==> src/rtl/spi_frame_pkg.sv <==
// Shared types and constants for the framed single-wire serial master.
package spi_frame_pkg;

  typedef enum logic [1:0] {
    OP_START   = 2'd0,
    OP_CFG     = 2'd1,
    OP_READ    = 2'd2,
    OP_ILLEGAL = 2'd3
  } op_e;

  localparam logic [7:0] HDR_START = 8'hA5;
  localparam logic [7:0] HDR_CFG   = 8'h3C;
  localparam logic [7:0] HDR_READ  = 8'hC3;

  localparam logic [2:0] ST_IDLE  = 3'd0;
  localparam logic [2:0] ST_SETUP = 3'd1;
  localparam logic [2:0] ST_HDR   = 3'd2;
  localparam logic [2:0] ST_DATA  = 3'd3;
  localparam logic [2:0] ST_TURN  = 3'd4;
  localparam logic [2:0] ST_RDATA = 3'd5;
  localparam logic [2:0] ST_END   = 3'd6;
  localparam logic [2:0] ST_RESP  = 3'd7;

  function automatic logic [7:0] hdr_of(input logic [1:0] op);
    case (op)
      2'd0:    return HDR_START;
      2'd1:    return HDR_CFG;
      2'd2:    return HDR_READ;
      default: return 8'h00;
    endcase
  endfunction

endpackage

==> src/rtl/spi_frame_master_shifter.sv <==
// 9-bit LSB-first shift register with a step counter, used for both
// transmit (bit 0 drives the line) and receive (rx enters at the top).
module spi_bit_shifter (
  input  logic       clk,
  input  logic       rst,
  input  logic       load,
  input  logic [8:0] din,
  input  logic       step,
  input  logic       rx,
  output logic [8:0] q,
  output logic [3:0] cnt
);

  always_ff @(posedge clk) begin
    if (rst) begin
      q   <= '0;
      cnt <= '0;
    end else if (load) begin
      q   <= din;
      cnt <= '0;
    end else if (step) begin
      q   <= {rx, q[8:1]};
      cnt <= cnt + 4'd1;
    end
  end

endmodule

==> src/rtl/spi_frame_master.sv <==
// Command sequencer for the framed single-wire serial link: header/data
// transmit, bus turnaround, 9-bit read capture, suspend watchdog, IFG.
module spi_frame_master
  import spi_frame_pkg::*;
#(
  parameter int TA_CYCLES  = 2,
  parameter int IFG_CYCLES = 2,
  parameter int SUSP_MAX   = 16
) (
  input  logic       clk,
  input  logic       rst,
  input  logic       cmd_valid,
  output logic       cmd_ready,
  input  logic [1:0] cmd_op,
  input  logic [7:0] cmd_wdata,
  output logic       rsp_valid,
  output logic [8:0] rsp_rdata,
  output logic       rsp_err,
  output logic       frame,
  output logic       serial_o,
  output logic       serial_oe,
  input  logic       serial_i,
  input  logic       suspend
);

  localparam int TW = $clog2(TA_CYCLES + 1);
  localparam int SW = $clog2(SUSP_MAX);
  localparam int IW = $clog2(IFG_CYCLES + 1);
  localparam logic [TW-1:0] TA_LAST   = TW'(TA_CYCLES - 1);
  localparam logic [SW-1:0] SUSP_LAST = SW'(SUSP_MAX - 1);
  localparam logic [IW-1:0] IFG_INIT  = IW'(IFG_CYCLES);

  logic [2:0]    state;
  op_e           op_q;
  logic [7:0]    wdata_q;
  logic          err_q;
  logic [8:0]    rdata_q;
  logic [SW-1:0] susp_cnt;
  logic [TW-1:0] ta_cnt;
  logic [IW-1:0] ifg_cnt;

  logic       sh_load;
  logic [8:0] sh_din;
  logic [8:0] sh_q;
  logic [3:0] sh_cnt;

  logic accept, bitwork, step, timeout;
  logic hdr_last, data_last, rd_last;

  assign accept    = cmd_valid & cmd_ready;
  assign bitwork   = (state == ST_HDR) | (state == ST_DATA) |
                     (state == ST_RDATA);
  assign step      = bitwork & ~suspend;
  assign timeout   = bitwork & suspend & (susp_cnt == SUSP_LAST);
  assign hdr_last  = (state == ST_HDR) & step & (sh_cnt == 4'd7);
  assign data_last = (state == ST_DATA) & step & (sh_cnt == 4'd7);
  assign rd_last   = (state == ST_RDATA) & step & (sh_cnt == 4'd8);

  always_comb begin
    sh_load = 1'b0;
    sh_din  = '0;
    unique case (1'b1)
      accept: begin
        sh_load = 1'b1;
        sh_din  = {1'b0, hdr_of(cmd_op)};
      end
      hdr_last: begin
        sh_load = 1'b1;
        sh_din  = (op_q == OP_CFG) ? {1'b0, wdata_q} : 9'd0;
      end
      default: ;
    endcase
  end

  spi_bit_shifter u_shift (
    .clk  (clk),
    .rst  (rst),
    .load (sh_load),
    .din  (sh_din),
    .step (step),
    .rx   (serial_i),
    .q    (sh_q),
    .cnt  (sh_cnt)
  );

  always_ff @(posedge clk) begin
    if (rst) begin
      state    <= ST_IDLE;
      op_q     <= OP_START;
      wdata_q  <= '0;
      err_q    <= 1'b0;
      rdata_q  <= '0;
      susp_cnt <= '0;
      ta_cnt   <= '0;
      ifg_cnt  <= '0;
    end else begin
      susp_cnt <= (bitwork & suspend) ? susp_cnt + 1'b1 : '0;
      unique case (state)
        ST_IDLE: begin
          if (ifg_cnt != '0) ifg_cnt <= ifg_cnt - 1'b1;
          if (accept) begin
            op_q    <= op_e'(cmd_op);
            wdata_q <= cmd_wdata;
            err_q   <= (cmd_op == OP_ILLEGAL);
            // illegal ops skip the frame but still pass through END
            state   <= (cmd_op == OP_ILLEGAL) ? ST_END : ST_SETUP;
          end
        end
        ST_SETUP: state <= ST_HDR;
        ST_HDR: begin
          if (timeout) begin
            err_q <= 1'b1;
            state <= ST_END;
          end else if (hdr_last) begin
            ta_cnt <= '0;
            unique case (op_q)
              OP_CFG:  state <= ST_DATA;
              OP_READ: state <= ST_TURN;
              default: state <= ST_END;
            endcase
          end
        end
        ST_DATA: begin
          if (timeout) begin
            err_q <= 1'b1;
            state <= ST_END;
          end else if (data_last) begin
            state <= ST_END;
          end
        end
        ST_TURN: begin
          if (ta_cnt == TA_LAST) state <= ST_RDATA;
          else ta_cnt <= ta_cnt + 1'b1;
        end
        ST_RDATA: begin
          if (timeout) begin
            err_q <= 1'b1;
            state <= ST_END;
          end else if (rd_last) begin
            state <= ST_END;
          end
        end
        ST_END: begin
          ifg_cnt <= IFG_INIT;
          rdata_q <= (op_q == OP_READ && !err_q) ? sh_q : 9'd0;
          state   <= ST_RESP;
        end
        ST_RESP: begin
          if (ifg_cnt != '0) ifg_cnt <= ifg_cnt - 1'b1;
          state <= ST_IDLE;
        end
        default: state <= ST_IDLE;
      endcase
    end
  end

  assign cmd_ready = ~rst & (state == ST_IDLE) & (ifg_cnt == '0);
  assign frame     = (state == ST_SETUP) | (state == ST_HDR) |
                     (state == ST_DATA) | (state == ST_TURN) |
                     (state == ST_RDATA);
  assign serial_oe = (state == ST_SETUP) | (state == ST_HDR) |
                     (state == ST_DATA);
  assign serial_o  = ((state == ST_HDR) | (state == ST_DATA)) & sh_q[0];
  assign rsp_valid = (state == ST_RESP);
  assign rsp_err   = (state == ST_RESP) & err_q;
  assign rsp_rdata = (state == ST_RESP) ? rdata_q : 9'd0;

endmodule

==> config.mk <==
export PLATFORM = sky130hd
export DESIGN_NAME = spi_frame_master
export DESIGN_NICKNAME = d
export VERILOG_FILES = /design/src/rtl/spi_frame_pkg.sv /design/src/rtl/spi_frame_master_shifter.sv /design/src/rtl/spi_frame_master.sv
export SDC_FILE = /design/constraint.sdc
export NUM_CORES = 1
export LEC_CHECK = 0
export CAP_MARGIN = 5
export CORE_UTILIZATION = 40
export DETAILED_ROUTE_END_ITERATION = 8
export GPL_TIMING_DRIVEN = 0
export HOLD_SLACK_MARGIN = 0.02
export PLACE_DENSITY = 0.69
export SYNTH_ARGS = -nofsm -noshare
export SYNTH_HDL_FRONTEND = slang
export SYNTH_SLANG_ARGS = --single-unit
==> constraint.sdc <==
create_clock -name clk -period 2.95 [get_ports clk]
set_input_delay 0.885 -clock clk [delete_from_list [all_inputs] [get_ports clk]]
set_output_delay 0.885 -clock clk [all_outputs]
set_load 0.01 [all_outputs]
==> run summary, run 1 <==
Clk buf depth -> 2
Post-cts sizing count -> 6
Total of max-cap violations -> 0
P_int -> 1.375 mW
IO Port Bufs -> 27
Synth Register Bits -> 44
FF-to-FF End -> u_shift.q[6]
Sw Pwr -> 0.7542 mW
Flop-to-flop setup slack -> 1190 ps
Hold-critical path depth -> 1
Critical path class -> register to output pin
Final min period -> 2831 ps
Post-synthesis cell area -> 0.002366 sq mm
Critical Path Sink Type -> output pin
Most common library cells after synthesis -> dfxtp_1 (44), nor2_1 (26), nand2_1 (21), a21oi_1 (16), and2_1 (11)
Clock power share -> 22.3%
Initial Util -> 42.19%
Area growth syn-to-layout -> 21.10%
Register area share after synthesis -> 37.23%
LEAKAGE -> 1.008 nW
Clock Skew -> 4.992 ps
Top cell type's share of synthesized area -> 37.23%
Gpl congestion -> 0.7987
Hold crit path type -> register to register
R2r worst-path depth -> 7
Die width -> 78.91 microns
IO Pins -> 30
Num CTS Buffers -> 5
Hold_buf cts -> 0
Sequential share of power -> 37.9%
Fin crit share -> 95.96%
HPWL Detailed -> 3781 microns
Final Instance Area -> 0.002865 sq mm
Top-count cell post-synth -> dfxtp_1
# nets final -> 316
Worst-margin pin slew -> 523.1 ps
Synth unique cells -> 54
Status -> completed
DR vias -> 1945
Arrival time worst endpoint -> 1950 ps
Post-CTS setup buffer count -> 0
Yosys warnings -> 0
Worst-skew pair later-pin latency -> 300 ps
Worst Hold End -> susp_cnt[0]
Largest net degree at the start of global routing -> 20
Post-DR wirelength/cell -> 13.61 microns
RSZ-0062 raised after global routing -> no
Combinational share of power -> 39.8%
EDFF count, synth -> 0
Req. time, crit path -> 2070 ps
Initial antenna violation count -> 0
Slew HR -> 64.98%
Die height -> 78.91 microns
Total GRT Usage -> 17.66%
Mapped Nets -> 283
Final slew viol count -> 0
Power per cell area -> 743.0 mW/mm^2
Final std cells w/o fill -> 369
Die footprint -> 0.006227 sq mm
Final antenna-violating net count -> 0
Total Power Consumption -> 2.129 mW
CORE AREA -> 0.005608 sq mm
Async S/R FF share, synth -> 0%
Maximum vdd drop -> 0.3984 mV
Fmax -> 0.3532 GHz
Critical Path Start Type -> register
Cell count after synthesis -> 263
Syn avg cell area -> 8.996 sq um
Post-synth top area cell -> dfxtp_1
Drt total wl -> 5021 microns
H-tree levels -> 2
CTS tree -> yes
# placed instances -> 362
Final hold vios -> 0
Vias in the first global route -> 1815
Root buf cell -> clkbuf_8
First-iteration detailed-routing DRC count -> 119
Sw Share -> 35.43%
Clk slew on worst S/H paths -> 90 ps
Share of cells above drive strength 1 -> 15.82%
Hold_sp -> susp_cnt[0]
Drt pass-1 iters -> 4
Layout fillers -> 549
Congestion Overflow GR -> 0
First-pass GRT wire length -> 8604 microns
Core Rows -> 27
CTS Sinks -> 44
Pre-CTS WS -> -210.4 ps
Largest cells by area after synthesis -> dfxtp_1 (37%), nor2_1 (4.1%), a21oi_1 (3.4%), nand2_1 (3.3%), and2_1 (2.9%)
Top_reg_cell synth -> dfxtp_1
Ant. Diodes -> 0
Setup violators final -> 0
Crit path max fanout -> 10
Reg-to-Reg Start -> ifg_cnt[0]
Setup ws final -> 119.1 ps
DR vias/cell -> 5.271
Residual DRC count -> 0
Placed Area -> 0.002726 sq mm
placed cells by master, fill, tap and decap left out, types with 3 or more instances in the layout:
cell and instances:
nor2_1 26, o211ai_1 9, buf_2 6, nor3_1 5
a21oi_1 16, ha_1 5, buf_6 3, nand2_1 21
nand3_1 4, clkdlybuf4s50_1 26, and2_1 11, inv_1 7
nor2b_1 3, clkbuf_1 4, nor4_1 4, o21ai_0 10
a311oi_1 4, buf_4 4, mux2i_1 4, xnor2_1 4
nor3_2 4, dfxtp_1 43, a22oi_1 9, a221oi_1 5
clkbuf_8 5, nand2b_1 10, a211oi_1 3
registers in the layout (all words and copies together) (netlist names):
name and cells:
op_q 2, state 3, u_shift.cnt 4, ifg_cnt 2, u_shift.q 9, wdata_q 8, ta_cnt 2, rdata_q 9
susp_cnt 4, err_q 1
critical path: stages (launching register included):
cell             delay (ps)
dfxtp_4                 390
buf_4                   180
and3_4                  230
clkbuf_4                180
and2_1                  140
clkdlybuf4s50_1         530
per-layer routing:
| layer | global-route usage (%) | share of wire [%] | routed length [microns] |
|---|---|---|---|
| met5 | 0 | 0 | 0 |
| met4 | 5.636 | 1.3 | 64 |
| met3 | 3.333 | 3.7 | 184 |
| met2 | 27.91 | 44 | 2217 |
| met1 | 24.19 | 51 | 2555 |
cells by family (layout without fill, tap and decap cells):
kind of cell / count (synthesis) / after routing / synth area share (%)
compound gates: 68 / 68 / 20.89
mux: 5 / 5 / 2.327
buf+inv: 26 / 60 / 5.764
simple gates: 110 / 110 / 29.30
fa+ha+maj: 5 / 5 / 2.644
flops: 44 / 44 / 37.23
xor+xnor: 5 / 5 / 1.851
worst max-delay path by stage:
stage,start,to,slack (ps),cells after the start
finish,state[0],rsp_err,120,5
CTS,state[0],rsp_err,50,5
floorplan,rst,cmd_ready,370,3
global route,state[0],rsp_err,3,5
detailed placement,rst,cmd_ready,-210,4
global placement,rst,cmd_ready,-230,4
power by group through the flow:
stage,logic (mW),clock network [mW],registers (mW)
after detailed placement,0.837,0,0.814
final,0.848,0.474,0.807
after CTS,0.853,0.485,0.803
after global routing,0.938,0.517,0.825
after floorplan,0.646,0,0.784
after global placement,0.828,0,0.811
metrics by stage:
step                      hold slack, ps  setup TNS [ps]  util (%)
after floorplan                    417.9               0         -
after global placement             431.0          -228.3     48.62
after detailed placement           445.0          -210.4     48.62
after CTS                          459.3               0     50.87
after global routing               467.6               0     51.09
final                              458.7               0     51.09
cell type report:
| cell class | count | area, sq um | share of cell area, % |
|---|---|---|---|
| clock buffer | 5 | 68.82 | 2.402 |
| timing repair buffer | 27 | 272.8 | 9.520 |
| inverter | 7 | 26.28 | 0.9170 |
| buffer | 18 | 116.4 | 4.061 |
| multi-input combinational | 193 | 1360 | 47.47 |
| sequential | 44 | 884.6 | 30.87 |
| clock inverter | 3 | 46.29 | 1.616 |
| tap | 72 | 90.09 | 3.144 |
No activity file was read; power rests on OpenSTA's default activity.
==> run 2: changes to the inputs <==
--- a/config.mk
+++ b/config.mk
@@ -8,9 +8,11 @@
 export CAP_MARGIN = 5
 export CORE_UTILIZATION = 40
 export DETAILED_ROUTE_END_ITERATION = 8
+export DONT_BUFFER_PORTS = 1
+export GPL_ROUTABILITY_DRIVEN = 0
 export GPL_TIMING_DRIVEN = 0
 export HOLD_SLACK_MARGIN = 0.02
-export PLACE_DENSITY = 0.69
+export PLACE_DENSITY = 0.62
 export SYNTH_ARGS = -nofsm -noshare
 export SYNTH_HDL_FRONTEND = slang
 export SYNTH_SLANG_ARGS = --single-unit
==> run summary, run 2 (synthesized netlist as in run 1, its figures left out) <==
Fin crit share -> 94.17% (-1.8 points)
Clk buf depth -> 2 (unchanged)
Die footprint -> 0.006227 sq mm (unchanged)
Fmax -> 0.3600 GHz (+1.9%)
Initial Util -> 42.19% (unchanged)
Hold_buf cts -> 0 (unchanged)
Final hold vios -> 0 (unchanged)
Final TNS setup -> 0 ps (unchanged)
Drt pass-1 iters -> 4 (unchanged)
Placed Area -> 0.002456 sq mm (-9.9%)
# nets final -> 290 (-8.2%)
Worst-margin pin slew -> 595.7 ps (+72.54 ps)
Area growth syn-to-layout -> 7.985%
Core Rows -> 27 (unchanged)
DR vias -> 1886 (-3.0%)
Most frequent cells in the layout -> dfxtp_1 (44), nor2_1 (26), nand2_1 (21)
Core Util, Final -> 45.56% (-5.5 points)
Total GRT Usage -> 18.40% (+0.74 points)
Status -> completed
CTS Sinks -> 44 (unchanged)
Num CTS Buffers -> 5 (unchanged)
Regs by FF count -> rdata_q x9, u_shift.q x9, wdata_q x8
Slew HR -> 59.73% (-5.2 points)
CORE AREA -> 0.005608 sq mm (unchanged)
IO Port Bufs -> 0 (-100%)
Die height -> 78.91 microns (unchanged)
Maximum vdd drop -> 0.4258 mV (+6.9%)
Clock Skew -> 7.855 ps (+2.863 ps)
Ant. Diodes -> 0 (unchanged)
Share of cells above drive strength 1 -> 16.24% (+0.41 points)
Final std cells w/o fill -> 343 (-7.0%)
Die width -> 78.91 microns (unchanged)
Critical Path Sink Type -> output pin
Commonest non-fill, non-tap cell in the layout -> dfxtp_1
Residual DRC count -> 0 (unchanged)
H-tree levels -> 2 (unchanged)
Root buf cell -> clkbuf_8
Worst-skew pair later-pin latency -> 290 ps (about the same)
Vias in the first global route -> 1814 (-0.055%)
Setup violators final -> 0 (unchanged)
CTS tree -> yes
Layout fillers -> 571 (+4.0%)
Final min period -> 2778 ps (-53.01 ps)
First-iteration detailed-routing DRC count -> 133 (+12%)
Final Instance Area -> 0.002555 sq mm (-11%)
Hold crit path type -> register to register
First-pass GRT wire length -> 9080 microns (+5.5%)
Total of max-cap violations -> 0 (unchanged)
Congestion Overflow GR -> 0 (unchanged)
Crit path max fanout -> 10 (unchanged)
HPWL Detailed -> 3813 microns (+0.85%)
Critical path class -> primary input to output pin
Initial antenna violation count -> 0 (unchanged)
Total Power Consumption -> 1.985 mW (-6.8%)
Post-DR wirelength/cell -> 15.19 microns (+12%)
Power per cell area -> 776.7 mW/mm^2 (+4.5%)
DR vias/cell -> 5.499 (+4.3%)
Largest net degree at the start of global routing -> 15 (-25%)
RSZ-0062 raised after global routing -> no
Clk slew on worst S/H paths -> 80 ps (about the same)
IO Pins -> 30 (unchanged)
Final antenna-violating net count -> 0 (unchanged)
Req. time, crit path -> 2070 ps (about the same)
LEAKAGE -> 0.8833 nW (-12%)
Final slew viol count -> 0 (unchanged)
Critical Path Start Type -> primary input
# placed instances -> 335 (-7.5%)
Arrival time worst endpoint -> 1890 ps (-60 ps)
Drt total wl -> 5209 microns (+3.7%)
-- run 2: timing repair --
item / in CTS / in global routing
setup buffers: 0 / 0
resized for setup: 0 / 2
endpoints found under the setup margin: 0 / 9
-- run 2: routing by layer --
metal	part of all wire, %	global-route usage (%)	vias to the layer above	wire length, microns
met2	41	26.87	47	2130
met3	6.0	4.023	5	314
met4	0.79	4.000	0	41
met1	52	27.43	880	2723
li1	-	-	954	-
met5	0	0	-	0
-- run 2: worst max-delay path, cell delays in order --
cell	delay [ps]
buf_2	150
clkbuf_1	260
nor4b_1	600
-- run 2: cell type report --
type	instances	area [sq um]	area share [%]
Clock inverter	2	15.01	0.5877
Sequential cell	44	880.8	34.48
Inverter	7	26.28	1.028
Buffer	19	111.4	4.358
Multi-Input combinational cell	193	1349	52.79
Clock buffer	6	82.58	3.232
Tap cell	72	90.09	3.526
-- run 2: power by group --
part           internal [mW]  leakage (nW)  switching, mW  total [mW]
sequential             0.708         0.358         0.0939       0.802
combinational          0.336         0.482          0.447       0.782
clock                  0.190        0.0434          0.211       0.400
-- run 2: stage by stage --
stage,setup WS [ps],hold WS (ps)
global route,75.32,497.1
global placement,129.7,431.0
floorplan,373.4,417.9
detailed placement,151.5,438.5
CTS,115.8,459.1
finish,172.1,455.2
-- run 2: path summary, 6_finish.rpt --
check             cells after the start   startpoint  slack (ps)           end
hold / removal                        1  susp_cnt[0]         460   susp_cnt[0]
setup / recovery                      3          rst         170     cmd_ready
hold reg to reg                       1  susp_cnt[0]         460   susp_cnt[0]
setup reg to reg                      7   ifg_cnt[1]        1160  u_shift.q[5]
==> run 3: changes to the inputs <==
--- a/config.mk
+++ b/config.mk
@@ -13,6 +13,7 @@
 export GPL_TIMING_DRIVEN = 0
 export HOLD_SLACK_MARGIN = 0.02
 export PLACE_DENSITY = 0.62
+export SLEW_MARGIN = 10
 export SYNTH_ARGS = -nofsm -noshare
 export SYNTH_HDL_FRONTEND = slang
 export SYNTH_SLANG_ARGS = --single-unit
==> results of run 3 <==
Same layout as run 2: the final DEF is identical, and so are final timing and power.
